### config.mk
export PLATFORM = sky130hd
export DESIGN_NAME = address_byte_loader
export DESIGN_NICKNAME = d
export VERILOG_FILES = /design/src/rtl/address_byte_loader_pkg.sv /design/src/rtl/address_byte_loader_incrementer_16b.sv /design/src/rtl/address_byte_loader.sv
export SDC_FILE = /design/constraint.sdc
export NUM_CORES = 1
export LEC_CHECK = 0
export BUFFER_PORTS_ARGS = -buffer_cell sky130_fd_sc_hd__buf_2
export CORE_MARGIN = 1
export CORE_UTILIZATION = 54
export CTS_CLUSTER_SIZE = 8
export DETAILED_ROUTE_END_ITERATION = 16
export PLACE_DENSITY = 0.87
export SKIP_CTS_REPAIR_TIMING = 1
export SLEW_MARGIN = 20
export SYNTH_ARGS = -nofsm -noshare
export SYNTH_HDL_FRONTEND = slang
export SYNTH_SLANG_ARGS = --single-unit
### constraint.sdc
create_clock -name clock -period 1.8 [get_ports clock]
set_input_delay 0.36 -clock clock [delete_from_list [all_inputs] [get_ports clock]]
set_output_delay 0.36 -clock clock [all_outputs]
set_load 0.05 [all_outputs]
### src/rtl/address_byte_loader_pkg.sv
// Shared widths and state encoding for the address byte loader.
// The loader assembles a 16-bit address from two little-endian bytes
// (or increments the last committed address) and strobes it into a
// downstream 16-bit register.
package address_byte_loader_pkg;

    // Width of the incoming byte bus.
    localparam int DATA_W = 8;

    // Width of the assembled address.
    localparam int ADDR_W = 16;

    // FSM encoding. 2'b11 is unused and decodes back to IDLE.
    typedef enum logic [1:0] {
        IDLE    = 2'b00,
        WAIT_HI = 2'b01,
        COMMIT  = 2'b10
    } state_e;

    // True when the state is an encoding the FSM can legally occupy.
    function automatic logic state_is_legal(input logic [1:0] st);
        return (st == IDLE) || (st == WAIT_HI) || (st == COMMIT);
    endfunction

endpackage

### src/rtl/address_byte_loader_incrementer_16b.sv
// 16-bit +1 unit. The carry out is the wrap indication: it is set only
// when the input is all ones and the sum rolls over to zero.
module incrementer_16b
    import address_byte_loader_pkg::*;
(
    input  logic [ADDR_W-1:0] addr_in,
    output logic [ADDR_W-1:0] sum_out,
    output logic              carry_out
);

    // One extra bit on the left catches the rollover.
    logic [ADDR_W:0] full_sum;

    // Widened add so the carry falls out of the top bit.
    always_comb begin
        full_sum  = {1'b0, addr_in} + {{ADDR_W{1'b0}}, 1'b1};
        sum_out   = full_sum[ADDR_W-1:0];
        carry_out = full_sum[ADDR_W];
    end

endmodule

### src/rtl/address_byte_loader.sv
// Address byte loader.
// Two bytes on the 8-bit bus (low first, then high) are assembled into a
// 16-bit address; alternatively an inc_req bumps the last committed
// address by one. Either way the FSM passes through COMMIT for exactly one
// cycle, during which addr_out carries the new value and addr_load pulses
// so the downstream register captures it. addr_out is itself registered
// and holds its last committed value at all other times.
module address_byte_loader
    import address_byte_loader_pkg::*;
#(
    parameter logic [ADDR_W-1:0] RESET_ADDR = 16'h0000
) (
    input  logic              clock,
    input  logic              clear,
    input  logic [DATA_W-1:0] byte_in,
    input  logic              byte_valid,
    output logic              byte_ready,
    input  logic              inc_req,
    input  logic              abort,
    output logic [ADDR_W-1:0] addr_out,
    output logic              addr_load,
    output logic              wrap,
    output logic              busy
);

    // ------------------------------------------------------------------
    // State and datapath registers
    // ------------------------------------------------------------------
    state_e            state_q, state_d;
    logic [DATA_W-1:0] lo_q, lo_d;
    logic [DATA_W-1:0] hi_q, hi_d;
    logic [ADDR_W-1:0] addr_q;
    logic              wrap_q;

    // Value and wrap flag to be presented during the coming COMMIT cycle.
    logic [ADDR_W-1:0] pend_addr;
    logic              pend_wrap;
    logic              commit_next;

    // Incrementer results for the current committed address.
    logic [ADDR_W-1:0] inc_sum;
    logic              inc_carry;

    // Handshake qualifier: a byte is actually taken this cycle.
    logic              xfer;

    // ------------------------------------------------------------------
    // +1 / wrap unit
    // ------------------------------------------------------------------
    incrementer_16b u_inc (
        .addr_in   (addr_q),
        .sum_out   (inc_sum),
        .carry_out (inc_carry)
    );

    // ------------------------------------------------------------------
    // Output decode
    // ------------------------------------------------------------------
    // byte_ready is a state decode, except that an abort in WAIT_HI
    // withdraws it so the colliding byte is visibly refused.
    always_comb begin
        byte_ready = 1'b0;
        unique case (state_q)
            IDLE:    byte_ready = 1'b1;
            WAIT_HI: byte_ready = ~abort;
            default: byte_ready = 1'b0;
        endcase
        xfer      = byte_valid & byte_ready;
        addr_out  = addr_q;
        addr_load = (state_q == COMMIT);
        wrap      = wrap_q;
        busy      = (state_q != IDLE);
    end

    // ------------------------------------------------------------------
    // Next-state and pending-value logic
    // ------------------------------------------------------------------
    // Next state, byte latches and the value to commit; defaults hold.
    always_comb begin
        state_d     = state_q;
        lo_d        = lo_q;
        hi_d        = hi_q;
        pend_addr   = addr_q;
        pend_wrap   = 1'b0;
        commit_next = 1'b0;

        case (state_q)
            IDLE: begin
                // A byte beats a simultaneous inc_req; the request is
                // dropped rather than remembered.
                if (xfer) begin
                    lo_d    = byte_in;
                    state_d = WAIT_HI;
                end else if (inc_req) begin
                    pend_addr   = inc_sum;
                    pend_wrap   = inc_carry;
                    commit_next = 1'b1;
                    state_d     = COMMIT;
                end
            end

            WAIT_HI: begin
                // abort wins over a byte; inc_req is not looked at here.
                if (abort) begin
                    lo_d    = '0;
                    state_d = IDLE;
                end else if (xfer) begin
                    hi_d        = byte_in;
                    pend_addr   = {hi_d, lo_q};
                    pend_wrap   = 1'b0;
                    commit_next = 1'b1;
                    state_d     = COMMIT;
                end
            end

            COMMIT: begin
                state_d = IDLE;
            end

            default: begin
                // Unused encoding: fall back to IDLE.
                state_d = IDLE;
            end
        endcase

        if (!state_is_legal(state_q)) begin
            state_d = IDLE;
        end
    end

    // ------------------------------------------------------------------
    // Registers
    // ------------------------------------------------------------------
    // State register with asynchronous clear.
    always_ff @(posedge clock or posedge clear) begin
        if (clear) begin
            state_q <= IDLE;
        end else begin
            state_q <= state_d;
        end
    end

    // Byte latches; cleared so a partial address never survives a clear.
    always_ff @(posedge clock or posedge clear) begin
        if (clear) begin
            lo_q <= '0;
            hi_q <= '0;
        end else begin
            lo_q <= lo_d;
            hi_q <= hi_d;
        end
    end

    // Committed address: updated on the edge entering COMMIT, then held.
    always_ff @(posedge clock or posedge clear) begin
        if (clear) begin
            addr_q <= RESET_ADDR;
        end else if (commit_next) begin
            addr_q <= pend_addr;
        end
    end

    // Wrap flag: only ever set for the single COMMIT cycle it belongs to.
    always_ff @(posedge clock or posedge clear) begin
        if (clear) begin
            wrap_q <= 1'b0;
        end else begin
            wrap_q <= commit_next & pend_wrap;
        end
    end

endmodule

* Yosys cells after proc, flatten, opt, wreduce, memory -nomap -nowiden *
Index checks and enable logic that the tools add are counted.

word-level totals
  input port bits = 13
  output and inout port bits = 20
  flip-flop bits (word level) = 27
  logic and storage cells = 49

cells by class
  multiplexer cells = 23
  bitwise logic cells = 3
  reductions and logical operators = 8
  equal/unequal tests = 10
  add/sub/neg operators = 1

operators with widths
  operator               number
  $mux 16                4
  $pmux 16 s2            1
  $add 16x1->17 const B  1
  $mux 8                 2
  $pmux 8 s2             1
  $ne 2x2->1 const B     6
  $mux 2                 5
  $ne 4x4->1 const B     2
  $mux 1                 7
  $reduce_and 6->1       1
  $pmux 1 s2             2
  $pmux 2 s2             1
  $reduce_bool 2->1      2
  $reduce_and 3->1       1
  $and 1x1->1            2
  $eq 2x1->1 const B     1
  $eq 2x2->1 const B     1
  $logic_not 2->1        1
  $logic_or 1x1->1       2
  $reduce_and 2->1       1
  $not 1->1              1

* Depth between registers and ports, before layout *
  depth in word-level cells = 7
  gate-level depth with buffers = 8
  gate-level depth less buffers = 5

* Cells and area by module *
From an unflattened synthesis, not the netlist that was laid out.

second synthesis, totals
  cells, all modules = 149
  area total of the unflattened synthesis = 1,704.1 um^2

by module, submodules not included
  module               cells each  sequential area each (um^2)  instances  area an instance (um^2)
  address_byte_loader  105         675.6                        1          1,381.3
  incrementer_16b      44          0.0                          1          322.8

* Worst setup path after synthesis *
No wires, ideal clock.

  path type = flip-flop to flip-flop
  start point = reg addr_q[7] (netlist: addr_out[7])
  end point = reg addr_q[14] (netlist: addr_out[14])
  clock period less this slack = 1.850 ns
  library setup time = 0.124 ns
  data arrival time = 1.727 ns
  stages on the path, launching flop included = 6
  setup slack = -0.050 ns
  buffers on the path = 1
  cell sequence = dfrtp_1 > clkbuf_1 > nand4_1 > nor4_1 > a31oi_1 > a2bb2oi_1

between the ends
  longest elaborated chain between the ends = 4

ends and longest elaborated chain
  what                      line                                       source
  start: declaration        address_byte_loader.sv:32                  logic [ADDR_W-1:0] addr_q;
  start signal: assignment  address_byte_loader.sv:159                 addr_q <= pend_addr;
  $add 16x1->17             address_byte_loader_incrementer_16b.sv:16  full_sum = {1'b0, addr_in} + {{ADDR_W{1'b0}}, 1'b1};
  $mux 16                   address_byte_loader.sv:94                  end else if (inc_req) begin
  $mux 16                   address_byte_loader.sv:91                  if (xfer) begin
  $pmux 16 s2               address_byte_loader.sv:87                  case (state_q)

No other way between the ends. The select of a mux whose other input is x is not followed.
A chain may end at the register's enable or synchronous reset.

* Final worst setup path *
  start point = reg state_q[0]
  end point = out busy

between the ends
  longest elaborated chain between the ends = 1

ends and longest elaborated chain
  what                      line                        source
  start: declaration        address_byte_loader.sv:29   state_e state_q, state_d;
  start signal: assignment  address_byte_loader.sv:139  state_q <= state_d;
  $reduce_bool 2->1         address_byte_loader.sv:72   busy = (state_q != IDLE);
  end: declaration          address_byte_loader.sv:23   output logic busy

No other way between the ends.

==> flow_summary.toml <==
[global_routing]
antenna_found_initial = 0
grt_pass1_wl_um = 6590
overflow = 0
grt_pass1_vias = 1404
grt_max_degree = 28
grt.total_usage_pct = 26.6

[detailed_routing]
dr.first_iter.drc_count = 91
via_count = 1509
drtAntennaViolNets = 0
firstDrtPassIters = 4
wirelength_um = 4000
drc = 0
wl_per_cell_um = 16.1
viasPerCell = 6.08

[critical_path]
critPathLaunchType = "flip-flop"
crit_path_max_fanout = 16
timing.rr.end = "addr_out[11]"
crit_required_ns = 1.44
path_cells = "buf_4 > or2_2 > buf_2"
cp-end-kind = "output pin"
r2r-start = "state_q[1]"
critPathKind = "flip-flop to output pin"
worstPathArrival_ns = 1.39
slowest_stage = "dfrtp_1"
crit_buf_inv = 2
worst-r2r-cell-count = 4
cp.depth = 3
r2r_slack_ns = 0.07
critPathMaxStageDelay_ns = 0.41
cp_top_family = "flip-flops"
startpoint = "state_q[0]"
cp-endpoint = "busy"

[placement]
dp_hpwl_um = 2970
post-place-ws_ns = 0.0273
globalplace.congestion = 0.951
dp_cells = 243
port_buffers = 32
placed_cell_area_mm2 = 0.00183

[synth]
syn_inst = 182
yosys_register_bits = 27
ys_types = 39
ys_seq_area_share_pct = 42.5
synth.avg_cell_area_um2 = 8.74
yosysWarnings = 0
ys.flop_type = "dfrtp_1"
synth_edf_count = 0
syn_nets = 196
async_reset_ff_share_pct = 100
netlist_area_mm2 = 0.00159

[sta]
fin_setup_tns_ns = 0
worst_pin_slew_ns = 0.451
finalCritPeriodShare_pct = 97.5
holdWs_ns = 0.0499
slew_headroom_pct = 69.9
finalSetupViolations = 0
fmax_mhz = 570
min_period_ns = 1.75
hold_viol = 0
timing.final.ws_setup_ns = 0.0453
skew_ns = 0.0110
rsz0062_at_grt = "yes"
finalMaxSlewViolations = 0

[floorplanning]
die_y_um = 56.3
fp-row-count = 19
die_w_um = 56.3
dieArea_mm2 = 0.00317
core_area_mm2 = 0.00278
start_util_pct = 57.2
num_io_pins = 33

[pwr]
report.power.total_mw = 3.24
p_per_area_mw_per_mm2 = 1730
ir_drop_uv = 1270
leakagePower_nw = 0.821

[finish]
final_layout_size_suffix_gt1_share_pct = 26.7
fillers = 237
diodes = 0
nets = 232
fin_area_mm2 = 0.00187
fin_util_pct = 67.1
fin_cells = 248
syn_to_final_growth_pct = 17.3

[flow_run]
cap_violations = 0

[clock_network]
cts_inserted_buffers = 3
cts_root_buf = "clkbuf_4"
cts.sinks = 27
clkTransAtPathRegs_ns = 0.14
clkLatencyLatePin_ns = 0.33
cts_buffer_depth = 2
h-tree-depth = 1
cts_tree = "built"

[min_path]
min_path_type = "input port to async pin"

[run_status]
status = "completed"
==> flip-flops by register name, summed over array words and instances (netlist names) <==
register  flops
state_q       2
wrap          1
addr_out     16
lo_q          8
==> per-layer routing <==
layer | track usage [%] | up-vias | part of all wire (%)
met5 | 0 | - | 0
met4 | 5.92 | 0 | 0.95
met3 | 6.68 | 6 | 6.7
met2 | 42.3 | 57 | 48
met1 | 36.9 | 712 | 44
li1 | - | 734 | -
==> worst min-delay path by stage <==
stage	slack, ns	startpoint	to	depth (start not counted)
final	0.05	clear	addr_out[6]	3
after detailed placement	0.43	clear	lo_q[3]	3
after global routing	0.06	clear	addr_out[3]	3
after floorplan	0.41	clear	addr_out[10]	1
after CTS	0.06	clear	addr_out[3]	3
after global placement	0.43	clear	lo_q[4]	3
==> layout by cell type, fill, tap and decap left out, types with 2 or more instances in the layout <==
master	synthesis	layout
dfrtp_1	27	24
and4_1	2	2
o31ai_1	2	2
nand3_1	9	9
clkbuf_4	0	3
a21oi_1	27	27
nor3_1	3	3
nand2_1	19	19
nand2b_1	7	7
o21ai_0	14	14
inv_1	2	2
a211oi_1	2	2
nor2b_1	11	11
mux2i_1	3	3
buf_2	0	32
nor2_1	4	4
a31oi_1	2	2
dfrtp_2	0	3
nand4_1	4	4
buf_4	2	12
and2_1	2	2
a2bb2oi_1	5	5
nor4_1	2	2
o22ai_1	6	6
==> where the power goes <==
group	total, mW	leakage (nW)	switching, mW	internal, mW
logic	1.82	0.482	1.27	0.554
clock network	0.259	0.0150	0.172	0.0870
registers	1.15	0.324	0.307	0.848
total	3.24	0.821	1.75	1.49
==> cell usage after synthesis, types with 2 or more instances <==
| cell type | n | area share (%) |
|---|---|---|
| nor2_1 | 4 | 0.94 |
| a31oi_1 | 2 | 0.79 |
| nand4_1 | 4 | 1.6 |
| nand3_1 | 9 | 2.8 |
| clkbuf_1 | 10 | 2.4 |
| mux2i_1 | 3 | 1.9 |
| o22ai_1 | 6 | 2.4 |
| nor3_1 | 3 | 0.94 |
| nor2b_1 | 11 | 4.3 |
| and2_1 | 2 | 0.79 |
| a211oi_1 | 2 | 0.94 |
| nor4_1 | 2 | 0.79 |
| a2bb2oi_1 | 5 | 2.8 |
| and4_1 | 2 | 1.1 |
| nand2b_1 | 7 | 2.8 |
| nand2_1 | 19 | 4.5 |
| o21ai_0 | 14 | 4.4 |
| buf_4 | 2 | 0.94 |
| inv_1 | 2 | 0.47 |
| dfrtp_1 | 27 | 42 |
| a21oi_1 | 27 | 8.5 |
| o31ai_1 | 2 | 0.94 |
==> area by class of cell <==
cell class                      count  area [um^2]  area share, %
Timing Repair Buffer               45          270           14.5
Clock buffer                        4         26.3           1.41
Multi-Input combinational cell    138          835           44.7
Sequential cell                    27          679           36.4
Tap cell                           31         38.8           2.08
Inverter                            3         16.3          0.872
==> tightest hold or removal path, delay by kind of cell <==
family / cells / cell delay (ns)
buffers and inverters: 3 / 0.44
==> kinds of logic (layout without fill, tap and decap cells) <==
logic type / after synthesis / after routing / share of synthesized area, %
AO/OA/AOI/OAI: 64 / 64 / 24.5
adder cells (fa/ha/maj): 1 / 1 / 0.787
buffers and inverters: 17 / 52 / 5.27
flip-flops: 27 / 27 / 42.5
multiplexers: 4 / 4 / 2.60
AND/OR/NAND/NOR: 69 / 69 / 24.3
Note: power is estimated with default switching activity, not from simulation.
